### src/rtl/sevenseg_pkg.sv
// Shared types and constants for the seven-segment BCD conversion path.
// Holds the controller state encoding, the dark-digit code and a digit-count helper.
package sevenseg_pkg;

  typedef enum logic [1:0] {
    IDLE   = 2'd0,
    CONV   = 2'd1,
    UPDATE = 2'd2
  } state_t;

  localparam logic [3:0] BLANK_CODE = 4'hF;

  // Number of decimal digits needed to show the largest unsigned value of a given bit width.
  function automatic int unsigned min_digits(input int unsigned width);
    logic [63:0] v;
    int unsigned n;
    v = (64'd1 << width) - 64'd1;
    n = 32'd1;
    for (int i = 0; i < 20; i++) begin
      if (v > 64'd9) begin
        v = v / 64'd10;
        n = n + 32'd1;
      end else begin
        v = v;
      end
    end
    return n;
  endfunction

endpackage

### src/rtl/sevenseg_bcd_ctrl_chk.sv
// Assertion checker for the seven-segment BCD controller: parameter legality
// and basic output-protocol properties.
module sevenseg_bcd_ctrl_chk
  import sevenseg_pkg::*;
#(
  parameter int unsigned WIDTH  = 16,
  parameter int unsigned DIGITS = 6,
  parameter logic [3:0]  BLANK  = BLANK_CODE
) (
  input logic                clock,
  input logic                resetn,
  input logic                busy,
  input logic                done,
  input logic [4*DIGITS-1:0] digits
);

  function automatic logic nibbles_ok(input logic [4*DIGITS-1:0] d);
    logic ok;
    ok = 1'b1;
    for (int i = 0; i < DIGITS; i++) begin
      if ((d[4*i +: 4] > 4'd9) && (d[4*i +: 4] != BLANK)) begin
        ok = 1'b0;
      end else begin
        ok = ok;
      end
    end
    return ok;
  endfunction

  a_params_legal: assert property (@(posedge clock)
    (WIDTH >= 32'd1) && (WIDTH <= 32'd20) && (DIGITS >= min_digits(WIDTH)))
    else $error("sevenseg_bcd_ctrl: DIGITS too small for WIDTH or WIDTH out of range");

  a_done_while_busy: assert property (@(posedge clock) disable iff (!resetn)
    done |-> busy)
    else $error("sevenseg_bcd_ctrl: done raised while not busy");

  a_done_single: assert property (@(posedge clock) disable iff (!resetn)
    done |=> !done)
    else $error("sevenseg_bcd_ctrl: done held longer than one cycle");

  a_digits_legal: assert property (@(posedge clock) disable iff (!resetn)
    nibbles_ok(digits))
    else $error("sevenseg_bcd_ctrl: illegal nibble on digits");

endmodule

### src/rtl/sevenseg_dd_step.sv
// Double-dabble correction step: every BCD nibble of 5 or more gets +3
// so that the following left shift carries correctly into the next decade.
module sevenseg_dd_step
  import sevenseg_pkg::*;
#(
  parameter int unsigned DIGITS = 6
) (
  input  logic [4*DIGITS-1:0] bcd,
  output logic [4*DIGITS-1:0] adj
);

  // Per-nibble add-3 correction.
  always_comb begin
    adj = bcd;
    for (int i = 0; i < DIGITS; i++) begin
      if (bcd[4*i +: 4] >= 4'd5) begin
        adj[4*i +: 4] = bcd[4*i +: 4] + 4'd3;
      end else begin
        adj[4*i +: 4] = bcd[4*i +: 4];
      end
    end
  end

endmodule

### src/rtl/sevenseg_bcd_ctrl.sv
// Sequencing controller for the seven-segment output path: binary-to-BCD by
// iterative double-dabble with optional leading-zero blanking and a one-deep write buffer.
module sevenseg_bcd_ctrl
  import sevenseg_pkg::*;
#(
  parameter int unsigned WIDTH  = 16,
  parameter int unsigned DIGITS = 6,
  parameter logic [3:0]  BLANK  = BLANK_CODE
) (
  input  logic                clock,
  input  logic                resetn,
  input  logic                wr_en,
  input  logic [WIDTH-1:0]    wr_data,
  input  logic                blank_lz,
  output logic                busy,
  output logic                done,
  output logic [4*DIGITS-1:0] digits
);

  localparam int unsigned   BW       = 4 * DIGITS;
  localparam int unsigned   CW       = $clog2(WIDTH + 1);
  localparam logic [CW-1:0] LAST_CNT = CW'(WIDTH);

  state_t            state_r;
  state_t            state_s;
  logic [WIDTH-1:0]  bin_r;
  logic [BW-1:0]     bcd_r;
  logic [BW-1:0]     bcd_adj_s;
  logic [BW-1:0]     blanked_s;
  logic [CW-1:0]     cnt_r;
  logic              lz_r;
  logic              lead_s;
  logic              pend_valid_r;
  logic [WIDTH-1:0]  pend_data_r;
  logic              pend_lz_r;
  logic              start_s;
  logic [WIDTH-1:0]  start_data_s;
  logic              start_lz_s;
  logic [BW-1:0]     digits_r;
  logic              busy_r;
  logic              done_r;

  sevenseg_dd_step #(
    .DIGITS (DIGITS)
  ) u_dd_step (
    .bcd (bcd_r),
    .adj (bcd_adj_s)
  );

  // Next-state and start-source selection; a direct write beats the pending entry.
  always_comb begin
    state_s      = state_r;
    start_s      = 1'b0;
    start_data_s = wr_data;
    start_lz_s   = blank_lz;
    case (state_r)
      IDLE: begin
        if (wr_en || pend_valid_r) begin
          start_s = 1'b1;
          state_s = CONV;
        end else begin
          state_s = IDLE;
        end
        if (wr_en) begin
          start_data_s = wr_data;
          start_lz_s   = blank_lz;
        end else begin
          start_data_s = pend_data_r;
          start_lz_s   = pend_lz_r;
        end
      end
      CONV: begin
        if (cnt_r == LAST_CNT) begin
          state_s = UPDATE;
        end else begin
          state_s = CONV;
        end
      end
      UPDATE:  state_s = IDLE;
      default: state_s = IDLE;
    endcase
  end

  // Leading-zero blanking from the most significant digit down; digit 0 always shows.
  always_comb begin
    blanked_s = bcd_r;
    lead_s    = lz_r;
    for (int i = DIGITS - 1; i > 0; i--) begin
      if (lead_s && (bcd_r[4*i +: 4] == 4'd0)) begin
        blanked_s[4*i +: 4] = BLANK;
      end else begin
        lead_s = 1'b0;
      end
    end
  end

  // State, conversion datapath and registered outputs.
  always_ff @(posedge clock or negedge resetn) begin
    if (!resetn) begin
      state_r  <= IDLE;
      bin_r    <= '0;
      bcd_r    <= '0;
      cnt_r    <= '0;
      lz_r     <= 1'b0;
      digits_r <= {DIGITS{BLANK}};
      busy_r   <= 1'b0;
      done_r   <= 1'b0;
    end else begin
      state_r <= state_s;
      busy_r  <= (state_s != IDLE);
      done_r  <= (state_s == UPDATE);
      case (state_r)
        IDLE: begin
          if (start_s) begin
            bin_r <= start_data_s;
            bcd_r <= '0;
            cnt_r <= '0;
            lz_r  <= start_lz_s;
          end
        end
        CONV: begin
          // WIDTH shift iterations, then one commit edge that raises done.
          if (cnt_r != LAST_CNT) begin
            {bcd_r, bin_r} <= {bcd_adj_s, bin_r} << 1;
            cnt_r          <= cnt_r + CW'(1);
          end else begin
            digits_r <= blanked_s;
          end
        end
        UPDATE: begin
          cnt_r <= cnt_r;
        end
        default: begin
          cnt_r <= '0;
        end
      endcase
    end
  end

  // One-deep pending buffer: the last write seen while busy is kept.
  always_ff @(posedge clock or negedge resetn) begin
    if (!resetn) begin
      pend_valid_r <= 1'b0;
      pend_data_r  <= '0;
      pend_lz_r    <= 1'b0;
    end else if ((state_r != IDLE) && wr_en) begin
      pend_valid_r <= 1'b1;
      pend_data_r  <= wr_data;
      pend_lz_r    <= blank_lz;
    end else if (start_s) begin
      pend_valid_r <= 1'b0;
    end
  end

  assign busy   = busy_r;
  assign done   = done_r;
  assign digits = digits_r;

  sevenseg_bcd_ctrl_chk #(
    .WIDTH  (WIDTH),
    .DIGITS (DIGITS),
    .BLANK  (BLANK)
  ) u_chk (
    .clock  (clock),
    .resetn (resetn),
    .busy   (busy_r),
    .done   (done_r),
    .digits (digits_r)
  );

endmodule

### config.mk
export PLATFORM = sky130hd
export DESIGN_NAME = sevenseg_bcd_ctrl
export DESIGN_NICKNAME = d
export VERILOG_FILES = /design/src/rtl/sevenseg_pkg.sv /design/src/rtl/sevenseg_bcd_ctrl_chk.sv /design/src/rtl/sevenseg_dd_step.sv /design/src/rtl/sevenseg_bcd_ctrl.sv
export SDC_FILE = /design/constraint.sdc
export NUM_CORES = 1
export LEC_CHECK = 0
export CAP_MARGIN = 30
export CORE_UTILIZATION = 57
export CTS_BUF_LIST = sky130_fd_sc_hd__clkbuf_16
export DETAILED_ROUTE_END_ITERATION = 8
export HOLD_SLACK_MARGIN = 0.06
export PLACE_DENSITY = 0.85
export SLEW_MARGIN = 10
export SYNTH_ARGS = -nofsm -noshare
export SYNTH_HDL_FRONTEND = slang
export SYNTH_SLANG_ARGS = --single-unit
### constraint.sdc
create_clock -name clock -period 2 [get_ports clock]
set_input_delay 0.2 -clock clock [delete_from_list [all_inputs] [get_ports clock]]
set_output_delay 0.2 -clock clock [all_outputs]
set_load 0.1 [all_outputs]
== Yosys cells after proc, flatten, opt, wreduce, memory -nomap -nowiden ==
Index checks and enable logic that the tools add are counted.

* Logic and storage cells: 87
* Flip-flop bits (word level): 92
* Input port bits: 20
* Output and inout port bits: 26

* Magnitude comparators: 6
* Muxes and demuxes: 33
* Reduce and logical (&&, ||, !) cells: 21
* Bitwise operators: 2
* Equality and inequality tests: 7
* Add/subtract/negate cells: 7

{| class="wikitable"
|+ Operators by type and width
! kind !! count
|-
| $mux 16 || 3
|-
| $mux 24 || 2
|-
| $pmux 24 s2 || 1
|-
| $mux 4 || 10
|-
| $pmux 16 s2 || 1
|-
| $ge 4x3->1 const B || 6
|-
| $add 4x2->4 const B || 5
|-
| $logic_not 4->1 || 5
|-
| $pmux 5 s3 || 1
|-
| $mux 1 || 10
|-
| $mux 5 || 2
|-
| $reduce_bool 2->1 || 4
|-
| $logic_and 1x1->1 || 6
|-
| $reduce_and 3->1 || 2
|-
| $add 5x1->5 const B || 1
|-
| $eq 5x5->1 const B || 1
|-
| $ne 5x5->1 const B || 1
|-
| $eq 2x2->1 const B || 2
|-
| $ne 2x2->1 const B || 2
|-
| $pmux 2 s2 || 1
|-
| $reduce_and 2->1 || 2
|-
| $add 3x2->3 const B || 1
|-
| $mux 3 || 1
|-
| $eq 2x1->1 const B || 1
|-
| 4 further kinds || 5
|}

== Longest topological paths before layout ==
* Word-level depth: 11
* Mapped depth: 8
* Depth with buffers taken out: 7

== By module ==
Synthesis repeated with hierarchy kept, for this count alone.

* Cell total of the unflattened synthesis: 436
* Area, all modules: 4551.9 µm²

{| class="wikitable"
|+ By module, submodules not included
! module !! cells each !! area an instance (µm²) !! times used !! sequential area each (µm²)
|-
| sevenseg_bcd_ctrl || 340 || 3943.8 || 1 || 2332.2
|-
| sevenseg_dd_step || 96 || 608.1 || 1 || 0.0
|}

== Worst setup path before layout ==
No wires, ideal clock.

* Path type: register to register
* Start: register bcd_r[20]
* End: register digits_r[5], in the netlist digits[5]
* Buffers on the path: 0
* Setup time: 0.081 ns
* Slack: 0.271 ns
* Required time: 1.919 ns
* Stages on the path, launching flop included: 7
* Data arrival time: 1.648 ns
* Cell sequence: dfrtp_1 > inv_1 > ha_1 > and4bb_2 > nand3_1 > or4_4 > o211ai_1

* Cells in the longest elaborated chain, start to end: 11

{| class="wikitable"
|+ RTL lines
! what !! line !! RTL
|-
| from (decl) || sevenseg_bcd_ctrl.sv:27 || <nowiki>logic [BW-1:0] bcd_r;</nowiki>
|-
| from (signal assigned) || sevenseg_bcd_ctrl.sv:124 || <nowiki>{bcd_r, bin_r} <= {bcd_adj_s, bin_r} << 1;</nowiki>
|-
| $logic_not 4->1 (*) || sevenseg_bcd_ctrl.sv:89 || <nowiki>if (lead_s && (bcd_r[4*i +: 4] == 4'd0)) begin</nowiki>
|-
| $logic_and 1x1->1 (*) || sevenseg_bcd_ctrl.sv:89 ||
|-
| $mux 1 (*) || sevenseg_bcd_ctrl.sv:89 ||
|-
| $logic_and 1x1->1 || sevenseg_bcd_ctrl.sv:89 ||
|-
| $mux 1 (*) || sevenseg_bcd_ctrl.sv:89 ||
|-
| $logic_and 1x1->1 || sevenseg_bcd_ctrl.sv:89 ||
|-
| $mux 1 (*) || sevenseg_bcd_ctrl.sv:89 ||
|-
| $logic_and 1x1->1 || sevenseg_bcd_ctrl.sv:89 ||
|-
| $mux 1 (*) || sevenseg_bcd_ctrl.sv:89 ||
|-
| $logic_and 1x1->1 (*) || sevenseg_bcd_ctrl.sv:89 ||
|-
| $mux 4 (*) || sevenseg_bcd_ctrl.sv:89 ||
|-
| to (signal assigned) || sevenseg_bcd_ctrl.sv:105 || <nowiki>digits_r <= {DIGITS{BLANK}};</nowiki>
|-
| to (signal assigned) || sevenseg_bcd_ctrl.sv:127 || <nowiki>digits_r <= blanked_s;</nowiki>
|-
| to (decl) || sevenseg_bcd_ctrl.sv:39 || <nowiki>logic [BW-1:0] digits_r;</nowiki>
|}

Every way passes the cells marked *; elsewhere a longest branch is shown, timed or not.
A chain may end at the register's enable or synchronous reset.

== Worst setup path in the final report ==
* Start: register cnt_r[1]
* End: register bcd_r[3]

* Cells in the longest elaborated chain, start to end: 3

{| class="wikitable"
|+ RTL lines
! what !! line !! RTL
|-
| from (decl) || sevenseg_bcd_ctrl.sv:30 || <nowiki>logic [CW-1:0] cnt_r;</nowiki>
|-
| from (signal assigned) || sevenseg_bcd_ctrl.sv:125 || <nowiki>cnt_r <= cnt_r + CW'(1);</nowiki>
|-
| from (signal assigned) || sevenseg_bcd_ctrl.sv:131 || <nowiki>cnt_r <= cnt_r;</nowiki>
|-
| $ne 5x5->1 || sevenseg_bcd_ctrl.sv:123 || <nowiki>if (cnt_r != LAST_CNT) begin</nowiki>
|-
| $ne 2x2->1 (no line) || - ||
|-
| $reduce_and 3->1 (no line) || - ||
|}

Every way passes these cells.

==> summary.md <==
| Metric | Value |
|---|---|
| RePlAce Congestion | `~0.87` |
| Final-report hold violation count | `0` |
| 1st-pass router iterations | `6` |
| Yosys warning total | `0` |
| Routed vias | `approximately 3300` |
| Die Height | `approximately 90 um` |
| Setup-failing EPs final | `0` |
| Top_reg_cell synth | `dfrtp_1` |
| RR Startpoint | `cnt_r[1]$_DFFE_PN0P_` |
| Fin area | `0.00539 sq mm` |
| Share of the synthesized area in the top cell type | `a little under two fifths` |
| Initial DRC count | `150` |
| R2R depth | `7` |
| FMAX | `0.541 GHz` |
| Clock sinks | `~90` |
| CTS root buf | `clkbuf_16` |
| DIE WIDTH | `between 90 and 100 um` |
| CP arrival | `about 2.1 ns` |
| Most common cell after layout, fill and taps aside | `dfrtp_1` |
| Synth Net Count | `around 460` |
| Final min period | `roughly 1.8 ns` |
| Async set-reset flop share out of synthesis | `100%` |
| Drc violations | `0` |
| Wire per inst | `~15 um` |
| Die area | `~0.0083 sq mm` |
| Number of synthesized flops with an enable pin | `0` |
| Hold slack | `~0.42 ns` |
| Register area share after synthesis | `51.8%` |
| Synth Instances | `about 420` |
| Antenna Nets Post-Route | `0` |
| Placed instance area | `0.00510 sq mm` |
| Initial antenna violation count | `0` |
| IO Pins | `46` |
| Crit path max fanout | `7` |
| Hpwl dp | `6040 um` |
| CTS Buf Count | `9` |
| Gr usage total | `22.8%` |
| Initial Util | `about three fifths` |
| CTS max path bufs | `2` |
| Port Buffers | `45` |
| Crit Path Class | `reg2reg` |
| Synthesized cell area | `about 0.0045 sq mm` |
| Yosys top cell by area | `dfrtp_1` |
| Slew Limit Headroom | `58.4%` |
| Worst Setup SP | `cnt_r[1]$_DFFE_PN0P_` |
| Max VDD drop | `~0.00078 V` |
| CTS tree | `done` |
| Power per cell area | `roughly 1900 mW/mm^2` |
| Row cnt | `32` |
| CP endpoint kind | `flip-flop` |
| Share of cells above drive strength 1 | `between 20% and 30%` |
| Pin count of the biggest net entering global routing | `51` |
| Critical Path RT | `between 2 and 2.5 ns` |
| Clock Latency Late Sink | `0.34 ns` |
| Hold Crit Class | `in2async` |
| Slew @ Worst Pin | `about 0.62 ns` |
| Max-slew violation count | `0` |
| Main area contributors after synthesis | `dfrtp_1 (38%), dfstp_2 (14%), mux2i_1 (6.4%), mux2_2 (5.8%), ha_1 (5.3%)` |
| Filler Cell Count | `just under 600` |
| Core area | `between 0.007 and 0.008 sq mm` |
| Via-per-instance ratio | `between 5 and 6` |
| Status | `finished, final reports clean` |
| Worst Skew | `0.00773 ns` |
| Ant diodes | `0` |
| Most frequent cells in the layout | `dfrtp_1 (68), nand2_1 (59), buf_4 (48)` |
| WL final | `8810 um` |
| Startpoint types | `flip-flop` |
| RSZ-0062 raised after global routing | `no` |
| Flop and latch count out of synthesis | `~90` |
| Nets | `520` |
| Fin crit share | `between 90 and 100%` |
| Vias in the first global route | `3350` |
| Syn-to-layout area delta | `19.7%` |
| Setup_tns | `0 ns` |
| CTS clk-pin slew, worst paths | `about 0.070 ns` |
| MaxCap Viol Count | `0` |
| First-pass GRT wire length | `about 15000 um` |
| Post-synth cell types | `37` |
| Design Power | `slightly above 0.01 W` |
| Avg Inst Size Synth | `10.7 sq um` |
| H-tree depth | `3` |
| Static leakage | `2.50 nW` |
| Gr ovfl total | `0` |
worst max-delay path, cell delays in order, from the launching register on:
cell and delay [ns]:
dfrtp_1 0.42, inv_1 0.07, ha_1 0.20, nand4bb_1 0.21, a22oi_2 0.14, inv_1 0.32, o31ai_1 0.15, a32o_1 0.22
per-layer routing:
| layer | GRT usage, % | up-vias | routed length (um) |
|---|---|---|---|
| li1 | - | 1600 | - |
| met5 | 0 | - | 0 |
| met2 | 39.5 | 83 | 4420 |
| met4 | 12.0 | 0 | 253 |
| met1 | 27.8 | 1636 | 3880 |
| met3 | 3.11 | 24 | 260 |
state kept, by name, indices dropped and copies added, names as in the netlist:
| name | count |
|---|---|
| cnt_r | 5 |
| busy | 1 |
| bcd_r | 24 |
| pend_valid_r | 1 |
| digits | 24 |
| done | 1 |
| bin_r | 16 |
| lz_r | 1 |
| pend_lz_r | 1 |
| state_r | 2 |
| pend_data_r | 16 |
worst paths after layout:
kind | end | slack (ns)
setup / recovery | bcd_r[3]$_DFFE_PN0P_ | 0.15
hold / removal | bcd_r[19]$_DFFE_PN0P_ | 0.42
setup reg to reg | bcd_r[3]$_DFFE_PN0P_ | 0.15
hold reg to reg | digits[2]$_DFFE_PN1P_ | 0.47
max in group asynchronous | pend_data_r[12]$_DFFE_PN0P_ | 0.87
min in group clock | digits[2]$_DFFE_PN1P_ | 0.47
Yosys cell counts, types with 2 or more instances:
cell type  instances
dfstp_2           24
o21ai_0           31
and4bb_2           2
xor2_1             3
inv_1             17
mux2_2            23
mux2i_1           29
xnor2_1            6
o31ai_1            9
buf_2              7
a31o_2             5
ha_1              19
nor2_1            30
nand2b_1           7
o22a_1            12
a21oi_1           24
o211ai_1           4
clkbuf_1          12
nand2_1           59
a32o_1             6
dfrtp_1           68
or2_2              2
or3_1              2
nor3_1             4
nand3_1            5
metrics by stage:
stage | setup slack [ns] | util [%] | instances
floorplan | 0.271 | - | 422
finish | 0.150 | 70.1 | 588
global placement | 0.202 | 66.3 | 570
global route | 0.0317 | 70.1 | 588
detailed placement | 0.119 | 66.3 | 570
CTS | 0.0996 | 70.0 | 587
power breakdown:
group          switching, W  leakage [nW]  internal [W]  total (W)
Clock              0.000674         0.152      0.000895    0.00157
Sequential         0.000608          1.08       0.00277    0.00337
Combinational       0.00331          1.26       0.00185    0.00516
area by class of cell:
| class | count | area [sq um] | area share, % |
|---|---|---|---|
| Timing Repair Buffer | 68 | 571 | 10.6 |
| Multi-Input combinational cell | 293 | 2020 | 37.5 |
| Clock inverter | 6 | 25.0 | 0.464 |
| Inverter | 17 | 63.8 | 1.18 |
| Tap cell | 102 | 128 | 2.37 |
| Sequential cell | 92 | 2330 | 43.3 |
| Clock buffer | 10 | 250 | 4.64 |
repair_timing:
| item | 4_1_cts | 5_1_grt |
|---|---|---|
| endpoints found under the hold margin | 26 | 0 |
| setup buffers | 0 | 1 |
| setup endpoints to repair | 0 | 2 |
| resized for setup | 0 | 0 |
| hold buffers | 1 | 0 |
cells by family (layout without fill, tap and decap cells):
logic type | after synthesis | after routing | synth area share (%)
compound gates | 96 | 96 | 14.0
xor+xnor | 9 | 9 | 1.75
fa+ha+maj | 19 | 19 | 5.28
buf+inv | 37 | 101 | 3.36
flops | 92 | 92 | 51.8
mux | 52 | 52 | 12.2
simple gates | 117 | 117 | 11.6
Note: power is estimated with default switching activity, not from simulation.
==> RTL change (config.mk and constraints unchanged) <==
The 3 states of `state_t` get a one-hot encoding in 3 bits.
--- a/src/rtl/sevenseg_pkg.sv
+++ b/src/rtl/sevenseg_pkg.sv
@@ -4,6 +4,6 @@
 
-  typedef enum logic [1:0] {
-    IDLE   = 2'd0,
-    CONV   = 2'd1,
-    UPDATE = 2'd2
+  typedef enum logic [2:0] {
+    IDLE   = 3'b001,
+    CONV   = 3'b010,
+    UPDATE = 3'b100
   } state_t;
Behaviour: same outputs for any inputs over 10 cycles, from zero or initial values and one cycle with resetn low; not proved beyond that.
==> RTL change against the original RTL <==
- design area up 1.0%
- fmax down 3.8%
- routed wire length up 2.7%
- sequential cell count up 1
- cell count down 4.3%
- synthesized area down 1.2%
- setup slack worse by 74 ps
- critical path depth down 2
- largest cell class unchanged
Power is not compared: it rests on default switching activity, and its combinational part moved more than twofold at a synthesized area within 25%.
==> RTL change: results <==
metrics = {
    "cells_and_area": {
        "multi_input_area_um2": 1964,
        "seq_area_frac": 0.4332,
        "clkbuf_count": 9,
        "multi_input_area_share": 0.3608,
        "nNetsFinal": 498,
        "buffer_area_frac": 0.1140,
        "inverters": 16,
        "clkCellAreaFrac": 0.05815,
        "multi_input_gates": 271,
    },
    "timing": {
        "maxSlewHeadroom": 0.6797,
        "skew_ps": 7.532,
    },
    "yosys": {
        "yosysSeqAreaShare": 0.5302,
        "ys_top_cells_by_area": "dfrtp_1 38%, dfstp_2 15%, mux2i_1 5.4%, ha_1 5.3%, mux2_2 5.3%",
        "synth_nets": 437,
        "ys_top_cells_by_count": "68 x dfrtp_1, 33 x nand2_1, 30 x a21oi_1",
        "ys_ff_latch": 93,
    },
    "worst_setup_path": {
        "cp.arrival_ps": 2140,
        "crit_fanout": 14,
    },
    "global_route": {
        "grt_pass1_wl_um": 15610,
        "track_usage": 0.2395,
        "grt_max_degree": 39,
        "grt_pass1_vias": 3368,
    },
    "power_and_ir_drop": {
        "p_clk_w": 0.00179,
        "total_power_w": 0.006534,
    },
    "drt": {
        "wirelength_um": 9046,
        "vias": 3278,
        "drtPass1Iterations": 4,
    },
    "place": {
        "dp_hpwl_um": 6151,
        "place.gp.congestion": 0.7723,
        "placed_cell_area_um2": 5101,
    },
    "status": {
        "run_status": "completed",
    },
    "clock_network": {
        "htree_levels": 3,
    },
}
## RTL change: worst max-delay path: stages, from the launching register on
cell and delay (ps):
dfstp_2 590, or3b_1 420, a2bb2oi_2 210, inv_2 230, o31ai_1 140, a32o_1 220
## RTL change: path summary, 6_finish.rpt
check                      slack, ps  depth (start not counted)              endpoint                  from
max                               80                          5  bcd_r[3]$_DFFE_PN0P_  state_r[0]$_DFF_PN1_
min                              370                          2  bcd_r[2]$_DFFE_PN0P_                resetn
max reg2reg                       80                          5  bcd_r[3]$_DFFE_PN0P_  state_r[0]$_DFF_PN1_
min reg2reg                      480                          2  bin_r[0]$_DFFE_PN0P_  bin_r[0]$_DFFE_PN0P_
max in group asynchronous        980                          3  bin_r[6]$_DFFE_PN0P_                resetn
min in group clock               480                          2  bin_r[0]$_DFFE_PN0P_  bin_r[0]$_DFFE_PN0P_
## RTL change: kinds of logic (layout without fill, tap and decap cells)
group,Yosys count,in the layout,share of synthesized area
AO/OA/AOI/OAI,105,105,0.1511
adder cells (fa/ha/maj),19,19,0.05345
multiplexers,45,45,0.1072
buffers and inverters,34,100,0.03460
XOR/XNOR,9,9,0.01772
AND/OR/NAND/NOR,93,93,0.1058
flip-flops,93,93,0.5302
## RTL change: per-layer routing
| layer | part of all wire | track usage |
|---|---|---|
| met3 | 0.033 | 0.03367 |
| met4 | 0.016 | 0.09005 |
| met1 | 0.43 | 0.2969 |
| met5 | 0 | 0 |
| met2 | 0.53 | 0.4249 |
## RTL change: stage by stage
stage                       util  hold WS [ps]  worst slack [ps]  std cells
after floorplan                -        -95.59             145.5        398
after global placement    0.6886         180.4             80.20        546
after detailed placement  0.6886         194.5             34.22        546
after CTS                 0.7326         385.8             44.76        563
after global routing      0.7348         421.4             1.621        563
final                     0.7348         369.5             76.98        563
